<file path="src/rtl/fifo_stream_pkg.sv">
// rtl/fifo_stream_pkg.sv - shared constants and types for the FIFO read-side stream stage
package fifo_stream_pkg;

  localparam int BUF_DEPTH          = 2;
  localparam int FIFO_WIDTH_DEFAULT = 16;

  typedef logic [1:0] occ_t;

endpackage

</file>
<file path="src/rtl/stream_buf2.sv">
// rtl/stream_buf2.sv - two-entry in-order holding buffer with write, pop, head and occupancy
module stream_buf2
  import fifo_stream_pkg::*;
#(
  parameter int WIDTH = FIFO_WIDTH_DEFAULT
) (
  input  logic             clk,
  input  logic             rst,
  input  logic             wr,
  input  logic [WIDTH-1:0] wdata,
  input  logic             pop,
  output logic [WIDTH-1:0] head,
  output occ_t             occ
);

  logic [WIDTH-1:0] ent0_q, ent0_d;
  logic [WIDTH-1:0] ent1_q, ent1_d;
  occ_t             occ_q, occ_d;
  occ_t             occ_after_pop;

  // Apply the pop first so a simultaneous write lands behind whatever remains.
  always_comb begin
    ent0_d        = ent0_q;
    ent1_d        = ent1_q;
    occ_after_pop = occ_q;
    if (pop && (occ_q != '0)) begin
      ent0_d        = ent1_q;
      occ_after_pop = occ_q - 2'd1;
    end
    occ_d = occ_after_pop;
    if (wr && (occ_after_pop < occ_t'(BUF_DEPTH))) begin
      if (occ_after_pop == '0) begin
        ent0_d = wdata;
      end else begin
        ent1_d = wdata;
      end
      occ_d = occ_after_pop + 2'd1;
    end
  end

  always_ff @(posedge clk) begin
    if (rst) begin
      ent0_q <= '0;
      ent1_q <= '0;
      occ_q  <= '0;
    end else begin
      ent0_q <= ent0_d;
      ent1_q <= ent1_d;
      occ_q  <= occ_d;
    end
  end

  assign head = ent0_q;
  assign occ  = occ_q;

endmodule

</file>
<file path="src/rtl/fifo_rd_stream.sv">
// rtl/fifo_rd_stream.sv - drains a synchronous FIFO into a valid/ready stream with credit-gated reads
module fifo_rd_stream
  import fifo_stream_pkg::*;
#(
  parameter int FIFO_WIDTH = FIFO_WIDTH_DEFAULT,
  parameter int CNT_WIDTH  = 16
) (
  input  logic                  clk,
  input  logic                  rst,
  input  logic                  enable,
  input  logic                  fifo_empty,
  input  logic                  fifo_underflow,
  input  logic [FIFO_WIDTH-1:0] fifo_data_out,
  output logic                  fifo_rd_en,
  output logic                  m_valid,
  input  logic                  m_ready,
  output logic [FIFO_WIDTH-1:0] m_data,
  output logic [CNT_WIDTH-1:0]  words_out,
  output logic                  rd_err
);

  occ_t                 occ;
  occ_t                 used;
  occ_t                 credit;
  logic                 pop;
  logic                 inflight_q, inflight_d;
  logic                 rd_err_q, rd_err_d;
  logic [CNT_WIDTH-1:0] words_q, words_d;

  assign m_valid = (occ != '0);
  assign pop     = m_valid && m_ready;

  // A word popped this cycle frees its slot in time for a read issued now.
  always_comb begin
    used       = occ + {1'b0, inflight_q};
    credit     = used - {1'b0, pop};
    fifo_rd_en = !rst && enable && !fifo_empty && (credit < occ_t'(BUF_DEPTH));
    inflight_d = fifo_rd_en;
    words_d    = words_q + {{(CNT_WIDTH-1){1'b0}}, pop};
    rd_err_d   = rd_err_q | fifo_underflow;
  end

  always_ff @(posedge clk) begin
    if (rst) begin
      inflight_q <= 1'b0;
      words_q    <= '0;
      rd_err_q   <= 1'b0;
    end else begin
      inflight_q <= inflight_d;
      words_q    <= words_d;
      rd_err_q   <= rd_err_d;
    end
  end

  stream_buf2 #(
    .WIDTH (FIFO_WIDTH)
  ) u_buf (
    .clk   (clk),
    .rst   (rst),
    .wr    (inflight_q),
    .wdata (fifo_data_out),
    .pop   (pop),
    .head  (m_data),
    .occ   (occ)
  );

  assign words_out = words_q;
  assign rd_err    = rd_err_q;

endmodule

</file>
<file path="config.mk">
export PLATFORM = sky130hd
export DESIGN_NAME = fifo_rd_stream
export DESIGN_NICKNAME = d
export VERILOG_FILES = /design/src/rtl/fifo_stream_pkg.sv /design/src/rtl/stream_buf2.sv /design/src/rtl/fifo_rd_stream.sv
export SDC_FILE = /design/constraint.sdc
export NUM_CORES = 1
export LEC_CHECK = 0
export BUFFER_PORTS_ARGS = -buffer_cell sky130_fd_sc_hd__buf_2
export CAP_MARGIN = 30
export CORE_AREA = 2 2 70 72
export CTS_BUF_LIST = sky130_fd_sc_hd__clkbuf_4 sky130_fd_sc_hd__clkbuf_8 sky130_fd_sc_hd__clkbuf_16
export DETAILED_ROUTE_END_ITERATION = 8
export DIE_AREA = 0 0 72 74
export PLACE_DENSITY_LB_ADDON = 0.12
export SETUP_SLACK_MARGIN = 0.4
export SYNTH_ARGS = -nofsm -noshare
export SYNTH_HDL_FRONTEND = slang
export SYNTH_SLANG_ARGS = --single-unit
</file>
<file path="constraint.sdc">
create_clock -name clk -period 3.8 [get_ports clk]
set_input_delay 0.38 -clock clk [delete_from_list [all_inputs] [get_ports clk]]
set_output_delay 0.38 -clock clk [all_outputs]
set_load 0.01 [all_outputs]
</file>
==> run_results.csv, run 1 <==
group,metric,value,unit
status,outcome,"finished clean",
routing,vias,1719,
synthesis,synthTopCellsByArea,"dfxtp_1 45%, mux2i_1 14%, mux2_2 7.8%, nor2_1 7.5%, xor2_1 3.4%",
floorplanning,die_w,72,um
synthesis,synth_top_area_share,45.1,%
power_and_ir_drop,internal_power,1.05,mW
sta,fin_crit_sh,79.3,%
floorplanning,ios,57,
placed_design,postPlaceCellArea,2620,um2
synthesis,synthCells,232,
layout,area.growth.synth_to_final,19.2,%
layout,layout-drive-gt1-share,31.0,%
cts,cts_buffers,5,
cts,worstSkewPairLatency,300,ps
worst_setup_path,worstSetupStartpoint,"u_buf.occ[1]",
flow_run,maxCapViolCount,0,
worst_setup_path,r2r-start,"u_buf.occ[1]",
floorplanning,coreArea,4600,um2
hold_path,min-delay-start,"fifo_underflow",
synthesis,synth_area,2310,um2
floorplanning,num_rows,25,
hold_path,hold_class,"input pin to flip-flop",
worst_setup_path,worstSetupStartpointType,"flip-flop",
synthesis,syn_nets,259,
cts,post_cts.repair.setup_buffers,0,
routing,wirelength,4310,um
synthesis,ys_types,32,
floorplanning,die_h,74,um
power_and_ir_drop,pwr-share-seq,41.9,%
placed_design,dp.cells,333,
synthesis,yosys_warnings,0,
worst_setup_path,endpoint_kind,"flip-flop",
layout,regArea,1040,um2
sta,finalSetupViolations,0,
routing,dr.pass1.iters,4,
cts,clock_path_buffers,2,
worst_setup_path,r2r_cells,10,
placed_design,gp_congestion,0.707,
power_and_ir_drop,ir_drop,0.000352,V
worst_setup_path,crit_buf_inv,2,
synthesis,synth-edff-count,0,
cts,path_clk_slew,90,ps
cts,clkSinkCount,52,
worst_setup_path,slowest_stage,"dfxtp_1",
sta,worstMarginPinSlew,747,ps
sta,max_slew_margin,50.1,%
worst_setup_path,path_cells,"inv_1 > ha_1 > nand2b_4 > a21oi_1 > ha_1 > nand2_1 > a211oi_4 > buf_4 > mux2i_1 > nor2_1",
synthesis,synth_top_area_cell,"dfxtp_1",
worst_setup_path,rrSetupSlack,790,ps
sta,timing.final.ws_setup,788,ps
synthesis,yosysMostFrequentCell,"dfxtp_1",
power_and_ir_drop,swShare,30.6,%
synthesis,ys_dominant_reg_cell,"dfxtp_1",
worst_setup_path,timing.rr.end,"u_buf.head[7]",
worst_setup_path,crit_top_cell,"ha_1",
placed_design,dp_hpwl,2940,um
synthesis,synthTopCellsByCount,"52 x dfxtp_1, 46 x nor2_1, 32 x mux2i_1",
worst_setup_path,path_class,"flip-flop to flip-flop",
worst_setup_path,critPathTopFamily,"compound AO/OA/AOI/OAI gates",
placed_design,place_ws,794,ps
worst_setup_path,cp_max_fo,21,
power_and_ir_drop,p_sw,0.463,mW
routing,route.detailed.drc,0,
power_and_ir_drop,pwr-share-clk,27.1,%
floorplanning,dieArea,5330,um2
grt,grt_pass1_wl,7120,um
sta,slew_viol_final,0,
routing,wl_per_cell,12.7,um
cts,cts_hold_buf,0,
routing,drt_iter0_drc,73,
cts,cts_tree,"yes",
worst_setup_path,cp_data_arrival_time,3190,ps
sta,tns,0,ps
layout,diodes,0,
power_and_ir_drop,pwr_density_cell,550,nW/um2
sta,finalCriticalPeriod,3010,ps
sta,fmax,332,MHz
placed_design,port_buffers,56,
worst_setup_path,crit_cells,10,
cts,clock-root-buffer,"clkbuf_8",
synthesis,async_reset_ff_share,0,%
sta,fin_skew,2.31,ps
power_and_ir_drop,fin_total_pwr,1.51,mW
hold_path,holdPathEnd,"rd_err",
cts,postCtsResizedCells,0,
layout,fin_area,2750,um2
synthesis,synth_area_per_cell,9.94,um2
power_and_ir_drop,pwr-share-comb,30.9,%
grt,antenna_found_initial,0,
power_and_ir_drop,leakagePower,1.20,nW
worst_setup_path,cpPeakStageDelay,500,ps
routing,routed_via_density,5.04,
synthesis,ys_seq_elements,52,
hold_path,holdPathStages,3,
sta,hold_viol,0,
grt,grt_overflow,0,
layout,nFillCells,425,
floorplanning,initial_core_util,50.2,%
worst_setup_path,cp.required,3970,ps
layout,final_nets,313,
grt,grt_pass1_vias,1567,
cts,htree_levels,2,
grt,grt.total_usage,17.2,%
layout,multi_input_area,1180,um2
routing,ant_nets,0,
sta,grt_setup_unrepaired,"no",
synthesis,yosysSeqAreaShare,45.1,%
grt,grt_max_degree,53,
layout,instances_no_fill,341,
## area by class of cell
class / count / area share (%)
timing repair buffer: 59 / 11.0
clock inverter: 1 / 1.09
sequential: 52 / 37.9
tap: 54 / 2.46
clock buffer: 7 / 3.50
inverter: 8 / 1.09
multi-input combinational: 160 / 43.0
## how the worst max path moves through the flow
stage                                end  slack [ps]
after floorplan           u_buf.head[10]         650
after global placement     u_buf.head[6]         930
after detailed placement   u_buf.head[5]         790
after CTS                  u_buf.head[5]         760
after global routing      u_buf.head[14]         550
final                      u_buf.head[7]         790
## per-layer routing
layer / vias to the layer above / track usage (%) / wire [um]
met1: 779 / 21.8 / 2100
met5: - / 0 / 0
met4: 0 / 8.18 / 66
met3: 7 / 3.79 / 181
met2: 36 / 28.1 / 1970
li1: 897 / - / -
## sequential cells by signal (all words and copies together), names as in the netlist
name / count
u_buf.occ: 2
u_buf.ent1_q: 16
u_buf.head: 16
words_out: 16
rd_err: 1
inflight_q: 1
## power by group through the flow
stage	clock (mW)	combinational [mW]	sequential [mW]
CTS	0.422	0.475	0.634
global route	0.441	0.527	0.641
floorplan	0	0.368	0.645
finish	0.411	0.468	0.635
detailed placement	0	0.471	0.647
global placement	0	0.464	0.647
## stage by stage
step	util (%)	hold WS (ps)
2_1_floorplan	-	456
3_3_place_gp	57.1	444
3_5_place_dp	57.1	448
4_1_cts	59.8	268
5_1_grt	59.8	284
6_report	59.8	278
## cells in the final DEF (no fill, tap or decap), drive strengths merged, types with 2 or more instances in the layout
| master | n |
|---|---|
| dfxtp | 52 |
| nand4 | 5 |
| and4b | 3 |
| buf | 59 |
| xor2 | 9 |
| xnor2 | 4 |
| nand2 | 6 |
| ha | 5 |
| mux2i | 32 |
| mux2 | 16 |
| inv | 8 |
| nand3 | 7 |
| a21oi | 7 |
| nor2 | 46 |
| and2 | 3 |
| and3 | 2 |
| and4 | 2 |
| o21ai | 2 |
| clkbuf | 7 |
| or3 | 2 |
| nor2b | 2 |
## cell families (layout without fill, tap and decap cells)
| kind of cell | count (synthesis) | in the layout | synth area share (%) |
|---|---|---|---|
| mux | 48 | 48 | 21.7 |
| simple gates | 81 | 81 | 17.2 |
| flops | 52 | 52 | 45.1 |
| fa+ha+maj | 5 | 5 | 2.71 |
| xor+xnor | 13 | 13 | 4.93 |
| compound gates | 13 | 13 | 4.34 |
| buf+inv | 20 | 75 | 3.96 |
## worst min-delay path, delay by kind of cell
family	cells	cell delay, ps
buffers and inverters	1	70
AND/OR/NAND/NOR	2	90
No activity file was read; power rests on OpenSTA's default activity.
==> inputs of run 2 (changes only) <==
ABC_AREA = 1   (was default)
CORE_AREA = 2 2 72 74   (was 2 2 70 72)
DIE_AREA = 0 0 74 76   (was 0 0 72 74)
clock period = 3.1 ns   (was 3.8 ns; I/O delays follow)
==> run 2 against run 1 <==
Against the previous run: critical endpoint is now u_buf.ent1_q[14]; first-iteration DRC count up 27%; largest cell class unchanged; synthesized cell count up 68%; clock power down 6.1%; final area up 5.4%; largest power group unchanged; sequential power up 28%.
==> run_results.csv, run 2 <==
group,metric,value,unit
status,outcome,"finished clean",
power_and_ir_drop,pwr_density_cell,631,nW/um2
placed_design,postPlaceCellArea,2810,um2
sta,fmax,450,MHz
synthesis,synth-edff-count,0,
synthesis,syn_nets,417,
sta,finalCriticalPeriod,2220,ps
floorplanning,initial_core_util,51.4,%
synthesis,synth_top_area_share,41.2,%
placed_design,dp_hpwl,3360,um
layout,fin_util,59.0,%
power_and_ir_drop,fin_total_pwr,1.83,mW
layout,layout-drive-gt1-share,16.8,%
layout,area.growth.synth_to_final,14.7,%
sta,fin_crit_sh,71.7,%
layout,fin_area,2900,um2
sta,hold_viol,0,
worst_setup_path,cp_max_fo,34,
floorplanning,ios,57,
cts,cts_tree,"yes",
sta,timing.final.ws_setup,878,ps
layout,final_common_cell,"nand2_1",
floorplanning,die_h,76,um
cts,clkSinkCount,52,
floorplanning,dieArea,5620,um2
synthesis,yosysMostFrequentCell,"nand2_1",
routing,vias,2269,
routing,ant_nets,0,
cts,post_cts.repair.setup_buffers,0,
routing,wl_per_cell,9.41,um
grt,antenna_found_initial,0,
placed_design,place_ws,891,ps
grt,grt_overflow,0,
routing,route.detailed.drc,0,
cts,postCtsResizedCells,0,
worst_setup_path,cp_data_arrival_time,2460,ps
floorplanning,coreArea,4910,um2
synthesis,yosysSeqAreaShare,41.2,%
synthesis,synthCells,390,
layout,final_nets,467,
floorplanning,die_w,74,um
synthesis,synth_top_area_cell,"dfxtp_1",
sta,grt_setup_unrepaired,"no",
routing,wirelength,4810,um
synthesis,synthTopCellsByCount,"117 x nand2_1, 96 x nor2_1, 53 x inv_1",
cts,cts_hold_buf,0,
routing,routed_via_density,4.44,
layout,diodes,0,
synthesis,synth_area_per_cell,6.48,um2
flow_run,maxCapViolCount,0,
sta,max_slew_margin,43.1,%
cts,clock-root-buffer,"clkbuf_8",
cts,htree_levels,2,
synthesis,synthTopCellsByArea,"dfxtp_1 41%, nand2_1 17%, nor2_1 14%, inv_1 7.9%, o21ai_0 3.8%",
synthesis,ys_dominant_reg_cell,"dfxtp_1",
synthesis,synth_area,2530,um2
grt,grt_pass1_wl,8370,um
layout,instances_no_fill,511,
routing,drt_iter0_drc,93,
worst_setup_path,worstSetupStartpointType,"flip-flop",
worst_setup_path,path_class,"flip-flop to flip-flop",
hold_path,hold_class,"input pin to flip-flop",
synthesis,async_reset_ff_share,0,%
placed_design,port_buffers,56,
cts,worstSkewPairLatency,310,ps
layout,mostFrequentLayoutCells,"117 x nand2_1, 96 x nor2_1, 56 x buf_2",
worst_setup_path,endpoint_kind,"flip-flop",
floorplanning,num_rows,26,
synthesis,ys_seq_elements,52,
synthesis,yosys_warnings,0,
cts,path_clk_slew,90,ps
placed_design,dp.cells,503,
sta,tns,0,ps
grt,grt_pass1_vias,1989,
cts,clock_path_buffers,2,
sta,fin_skew,10.4,ps
routing,dr.pass1.iters,4,
power_and_ir_drop,leakagePower,1.56,nW
sta,hold_slack,223,ps
cts,cts_buffers,5,
power_and_ir_drop,ir_drop,0.000418,V
sta,finalSetupViolations,0,
sta,slew_viol_final,0,
worst_setup_path,cp.required,3340,ps
placed_design,gp_congestion,0.705,
synthesis,ys_types,24,
sta,worstMarginPinSlew,853,ps
grt,grt_max_degree,35,
grt,grt.total_usage,18.3,%
[run 2: cell count changes after synthesis, sizes merged, moves of 4 or more]
cell	before	now
mux2	16	0
clkbuf	8	2
xnor2	4	0
mux2i	32	0
inv	8	55
nand2	6	120
nor2	46	97
xor2	9	3
nand3	7	11
o21ai	2	19
buf	4	12
[run 2: layout make-up]
type	count	area [um2]
Clock buffer	5	68.8
Clock inverter	3	18.8
Fill cell	491	2010
Inverter	55	206
Multi-Input combinational cell	269	1190
Sequential cell	52	1040
Tap cell	70	87.6
Timing Repair Buffer	57	288
[run 2: logic make-up after synthesis]
family,after synthesis,share of synthesized area [%]
fa+ha+maj,5,2.48
simple gates,234,37.9
compound gates,27,5.55
buf+inv,69,11.8
flops,52,41.2
xor+xnor,3,1.04
[run 2: path summary, 6_finish.rpt]
path                                startpoint                to  slack, ps  depth (start not counted)
worst max-delay path              u_buf.occ[1]  u_buf.ent1_q[14]        880                         12
worst min-delay path            fifo_underflow            rd_err        220                          3
worst max register to register    u_buf.occ[1]  u_buf.ent1_q[14]        880                         12
worst min register to register          rd_err            rd_err        480                          2
[run 2: worst max-delay path: stages (launching register included)]
cell and delay (ps):
dfxtp_1 360, inv_1 70, ha_1 240, inv_2 110, nand2_4 190, nand2_1 170, nand2_4 100, ha_1 240
inv_1 100, nand3_4 280, nand2_1 150, nand2_1 60, nor2_1 100
[run 2: layer usage]
metal | vias up | part of all wire [%] | GRT usage [%]
li1 | 1256 | - | -
met1 | 961 | 48 | 23.4
met2 | 46 | 44 | 29.0
met3 | 6 | 7.0 | 5.95
met4 | 0 | 1.2 | 5.45
met5 | - | 0 | 0
[run 2: report_power, final]
group / internal, mW / leakage [nW] / switching [mW]
combinational: 0.226 / 1.09 / 0.405
clock: 0.158 / 0.0479 / 0.228
sequential: 0.766 / 0.421 / 0.0455
total: 1.15 / 1.56 / 0.679
